### src/rtl/multicycle_control_fsm.sv
// multicycle_control_fsm: Moore control unit for the multicycle datapath.
module multicycle_control_fsm #(
  parameter bit ENABLE_STALL = 1'b1
) (
  input  logic       clk,
  input  logic       reset,
  input  logic [5:0] Op,
  input  logic       Zero,
  input  logic       MemReady,
  output logic [1:0] ALUOp,
  output logic       ALUSrcA,
  output logic [1:0] ALUSrcB,
  output logic [1:0] PCSrc,
  output logic       IorD,
  output logic       RegDst,
  output logic       MemtoReg,
  output logic       IRWrite,
  output logic       MemWrite,
  output logic       RegWrite,
  output logic       PCEn,
  output logic       InstrDone,
  output logic       IllegalOp,
  output logic [3:0] State
);
  typedef enum logic [3:0] {
    FETCH  = 4'd0,
    DECODE = 4'd1,
    MEMADR = 4'd2,
    MEMRD  = 4'd3,
    MEMWB  = 4'd4,
    MEMWR  = 4'd5,
    EXEC   = 4'd6,
    ALUWB  = 4'd7,
    BRANCH = 4'd8,
    ADDIEX = 4'd9,
    ADDIWB = 4'd10,
    JUMP   = 4'd11
  } state_t;
  localparam logic [5:0] OP_LW   = 6'b100011;
  localparam logic [5:0] OP_SW   = 6'b101011;
  localparam logic [5:0] OP_RT   = 6'b000000;
  localparam logic [5:0] OP_BEQ  = 6'b000100;
  localparam logic [5:0] OP_ADDI = 6'b001000;
  localparam logic [5:0] OP_J    = 6'b000010;
  state_t state_q, state_d;
  logic   rdy, legal;
  assign rdy   = MemReady | ~ENABLE_STALL;
  assign legal = Op inside {OP_LW, OP_SW, OP_RT, OP_BEQ, OP_ADDI, OP_J};
  assign State = state_q;
  always_ff @(posedge clk)
    state_q <= reset ? FETCH : state_d;
  always_comb begin
    state_d = FETCH;
    case (state_q)
      FETCH:  state_d = rdy ? DECODE : FETCH;
      DECODE: state_d = (Op == OP_LW || Op == OP_SW) ? MEMADR :
                        (Op == OP_RT)   ? EXEC   :
                        (Op == OP_BEQ)  ? BRANCH :
                        (Op == OP_ADDI) ? ADDIEX :
                        (Op == OP_J)    ? JUMP   : FETCH;
      MEMADR: state_d = (Op == OP_SW) ? MEMWR : MEMRD;
      MEMRD:  state_d = rdy ? MEMWB : MEMRD;
      MEMWR:  state_d = rdy ? FETCH : MEMWR;
      EXEC:   state_d = ALUWB;
      ADDIEX: state_d = ADDIWB;
      default: state_d = FETCH;
    endcase
  end
  // Selects follow State alone; enables and pulses are additionally gated off by reset.
  always_comb begin
    ALUOp     = (state_q == EXEC) ? 2'b10 : (state_q == BRANCH) ? 2'b01 : 2'b00;
    ALUSrcA   = state_q inside {MEMADR, EXEC, BRANCH, ADDIEX};
    ALUSrcB   = (state_q == FETCH)  ? 2'b01 :
                (state_q == DECODE) ? 2'b11 :
                (state_q inside {MEMADR, ADDIEX}) ? 2'b10 : 2'b00;
    PCSrc     = (state_q == BRANCH) ? 2'b01 : (state_q == JUMP) ? 2'b10 : 2'b00;
    IorD      = state_q inside {MEMRD, MEMWR};
    RegDst    = state_q == ALUWB;
    MemtoReg  = state_q == MEMWB;
    IRWrite   = !reset && state_q == FETCH && rdy;
    MemWrite  = !reset && state_q == MEMWR;
    RegWrite  = !reset && state_q inside {MEMWB, ALUWB, ADDIWB};
    PCEn      = !reset && ((state_q == FETCH && rdy) || (state_q == BRANCH && Zero) ||
                           state_q == JUMP);
    IllegalOp = !reset && state_q == DECODE && !legal;
    InstrDone = !reset && (state_q inside {MEMWB, ALUWB, BRANCH, ADDIWB, JUMP} ||
                           (state_q == MEMWR && rdy) || (state_q == DECODE && !legal));
  end
endmodule

### config.mk
export PLATFORM = sky130hd
export DESIGN_NAME = multicycle_control_fsm
export DESIGN_NICKNAME = d
export VERILOG_FILES = /design/src/rtl/multicycle_control_fsm.sv
export SDC_FILE = /design/constraint.sdc
export NUM_CORES = 1
export LEC_CHECK = 0
export CAP_MARGIN = 30
export CORE_MARGIN = 4
export CORE_UTILIZATION = 41
export DETAILED_ROUTE_END_ITERATION = 8
export PLACE_DENSITY = 0.87
export SYNTH_ARGS = -nofsm -noshare
export SYNTH_HDL_FRONTEND = slang
export SYNTH_SLANG_ARGS = --single-unit
export TNS_END_PERCENT = 30
### constraint.sdc
create_clock -name clk -period 3.2 [get_ports clk]
set_input_delay 0.48 -clock clk [delete_from_list [all_inputs] [get_ports clk]]
set_output_delay 0.48 -clock clk [all_outputs]
set_load 0.02 [all_outputs]
==> results.py <==
metrics = {
    "run_status": {
        "status": "finished, final reports clean",
    },
    "critical_path": {
        "startpoint_type": "flip-flop",
        "critPathMaxFanout": 14,
        "critPathMaxStageDelay_ns": 0.66,
        "end_kind": "primary output",
        "cp_cell_sequence": "nand2b_1, a21oi_1, o41ai_1, clkdlybuf4s50_1",
        "crit_family": "buffers and inverters",
        "slowest_stage": "clkdlybuf4s50_1",
        "required_ns": 2.72,
        "cp.buffers_inverters": 1,
        "worstSetupPathType": "flip-flop to primary output",
        "critPathArrivalTime_ns": 2.39,
    },
    "power_and_ir_drop": {
        "peakVddDrop_v": 0.000215,
        "p_leak_uw": 0.000280,
        "powerDensity_nw_per_um2": 205,
        "p_total_uw": 176,
    },
    "floorplanning": {
        "die_area_um2": 2050,
        "die_w_um": 45.3,
        "rows": 13,
        "start_util_pct": 43.8,
        "ios": 30,
        "coreArea_um2": 1300,
        "die_y_um": 45.3,
    },
    "logic_synthesis": {
        "yosysSeqAreaShare_pct": 14.0,
        "yosys_register_bits": 4,
        "synth.distinct_cells": 36,
        "ys_warn_count": 0,
        "synth_fp_nets": 97,
        "netlist_area_um2": 571,
        "synth_area_per_cell_um2": 6.56,
        "synthCells": 87,
    },
    "clock_tree": {
        "cts_tree": "built",
        "cts_setup_buffers": 0,
        "root_buffer": "clkbuf_4",
        "numCtsBuffers": 3,
        "h-tree-depth": 1,
        "cts.sinks": 4,
        "clockBufferDepth": 2,
        "clk_latency_ns": 0.23,
        "ctsHoldBuffers": 0,
        "cts_resized": 0,
        "clk_pin_slew_ns": 0.03,
    },
    "timing": {
        "rsz0062_at_grt": "no",
        "fin_skew_ns": 0.00395,
        "finalMaxSlewViolations": 0,
        "fin_crit_ns": 2.87,
        "fmax_mhz": 349,
        "finalSetupViolCount": 0,
        "final_hold_viol_count": 0,
        "worst_slew_pin_slew_ns": 0.586,
        "fin_crit_sh_pct": 89.6,
        "final.setup.tns_ns": 0,
        "slew_headroom_pct": 60.9,
    },
    "placed_design": {
        "gp_congestion": 0.829,
        "numPortBuffers": 29,
        "dpl_cell_area_um2": 833,
        "dp.final_hpwl_um": 1320,
    },
    "grt": {
        "grt_pass1_vias": 650,
        "grt_pass1_wl_um": 2780,
        "grt_usage_pct": 18.0,
        "antenna_found_initial": 0,
        "grt_overflow": 0,
        "grt_start_max_net_pins": 19,
    },
    "routing": {
        "drt_iter0_markers": 12,
        "wl_per_cell_um": 13.3,
        "dr.pass1.iters": 4,
        "drt_wl_total_um": 1670,
        "drtAntennaViolNets": 0,
        "via_per_inst": 6.08,
        "drc": 0,
        "via_count": 760,
    },
    "min_path": {
        "hold_path_class": "flip-flop to flip-flop",
    },
    "final_layout": {
        "antenna_cells": 0,
        "nets": 122,
        "largest_reg_flops": 4,
        "drive_above_1_share_pct": 6.36,
        "final_area_um2": 856,
        "utilization_pct": 65.8,
        "areaGrowthSynthToFinish_pct": 50.0,
    },
    "flow_run": {
        "drv_cap": 0,
    },
}
-- cell usage after synthesis (all sizes together) --
cell,number,area (um2)
nor3b,1,7.51
nand2,3,11.3
a32oi,1,8.76
nor4,2,12.5
inv,4,15.0
clkbuf,2,7.51
nor2,10,37.5
a21boi,1,7.51
nand3b,1,7.51
mux2,1,11.3
o21a,1,7.51
a2111oi,1,15.0
or3b,1,8.76
o211ai,2,15.0
xnor2,1,8.76
nand2b,4,25.0
o31ai,1,7.51
nor3,11,55.1
o22ai,1,6.26
xor2,2,17.5
a211o,2,17.5
and3,2,17.5
dfxtp,4,80.1
buf,7,38.8
o41ai,1,8.76
o21ai,5,25.0
nand3,3,15.0
nand4b,1,8.76
a41oi,1,8.76
a21oi,8,43.8
o21bai,1,7.51
a31oi,1,6.26
-- worst register-to-register path, delay by kind of cell (launching register included) --
kind / cells / cell delay (ns)
AO/OA/AOI/OAI: 3 / 0.51
flip-flops: 1 / 0.56
AND/OR/NAND/NOR: 1 / 0.47
-- cell type report --
class                      count  area, um2
timing repair buffer          29        290
sequential                     4       80.1
clock buffer                   3       22.5
fill                         126        445
tap                           15       18.8
inverter                       4       15.0
multi-input combinational     70        429
-- layout by cell type, fill, tap and decap left out, drive strengths merged, types with 4 or more instances in the layout --
cell type,instances
a21oi,8
clkdlybuf4s50,29
dfxtp,4
inv,4
nand2b,4
nor2,10
nor3,11
o21ai,5
-- layer usage --
layer | track usage, % | up-vias | share of wire [%]
met3 | 7.17 | 2 | 11
met5 | 0 | - | 0
met4 | 1.75 | 0 | 0.84
met2 | 31.9 | 47 | 47
li1 | - | 367 | -
met1 | 21.0 | 344 | 40
-- per-stage QoR --
| step | worst slack (ns) | std cells | hold slack (ns) |
|---|---|---|---|
| 3_3_place_gp | 0.435 | 122 | 0.682 |
| 5_1_grt | 0.118 | 125 | 0.751 |
| 2_1_floorplan | 1.03 | 87 | 0.556 |
| 4_1_cts | 0.296 | 125 | 0.696 |
| 3_5_place_dp | 0.368 | 122 | 0.686 |
| 6_report | 0.331 | 125 | 0.693 |
-- final timing paths --
kind,endpoint,slack (ns),startpoint,depth (start not counted)
setup / recovery,InstrDone,0.33,State[1]$_SDFF_PP0_,4
hold / removal,State[1]$_SDFF_PP0_,0.69,State[1]$_SDFF_PP0_,2
setup reg to reg,State[1]$_SDFF_PP0_,1.52,State[1]$_SDFF_PP0_,4
hold reg to reg,State[1]$_SDFF_PP0_,0.69,State[1]$_SDFF_PP0_,2
-- cell families after synthesis --
| family | Yosys count | synth area share (%) |
|---|---|---|
| XOR/XNOR | 3 | 4.61 |
| buffers and inverters | 13 | 10.7 |
| AND/OR/NAND/NOR | 39 | 36.2 |
| AO/OA/AOI/OAI | 27 | 32.5 |
| multiplexers | 1 | 1.97 |
| flip-flops | 4 | 14.0 |
-- report_power, final --
group          total, uW  internal (uW)  switching (uW)  leakage (uW)
registers           55.0           51.3            3.70     0.0000325
logic               60.4           29.9            30.6      0.000234
clock network       60.1           41.8            18.3     0.0000138
total                176            123            52.6      0.000280
No activity file was read; power rests on OpenSTA's default activity.
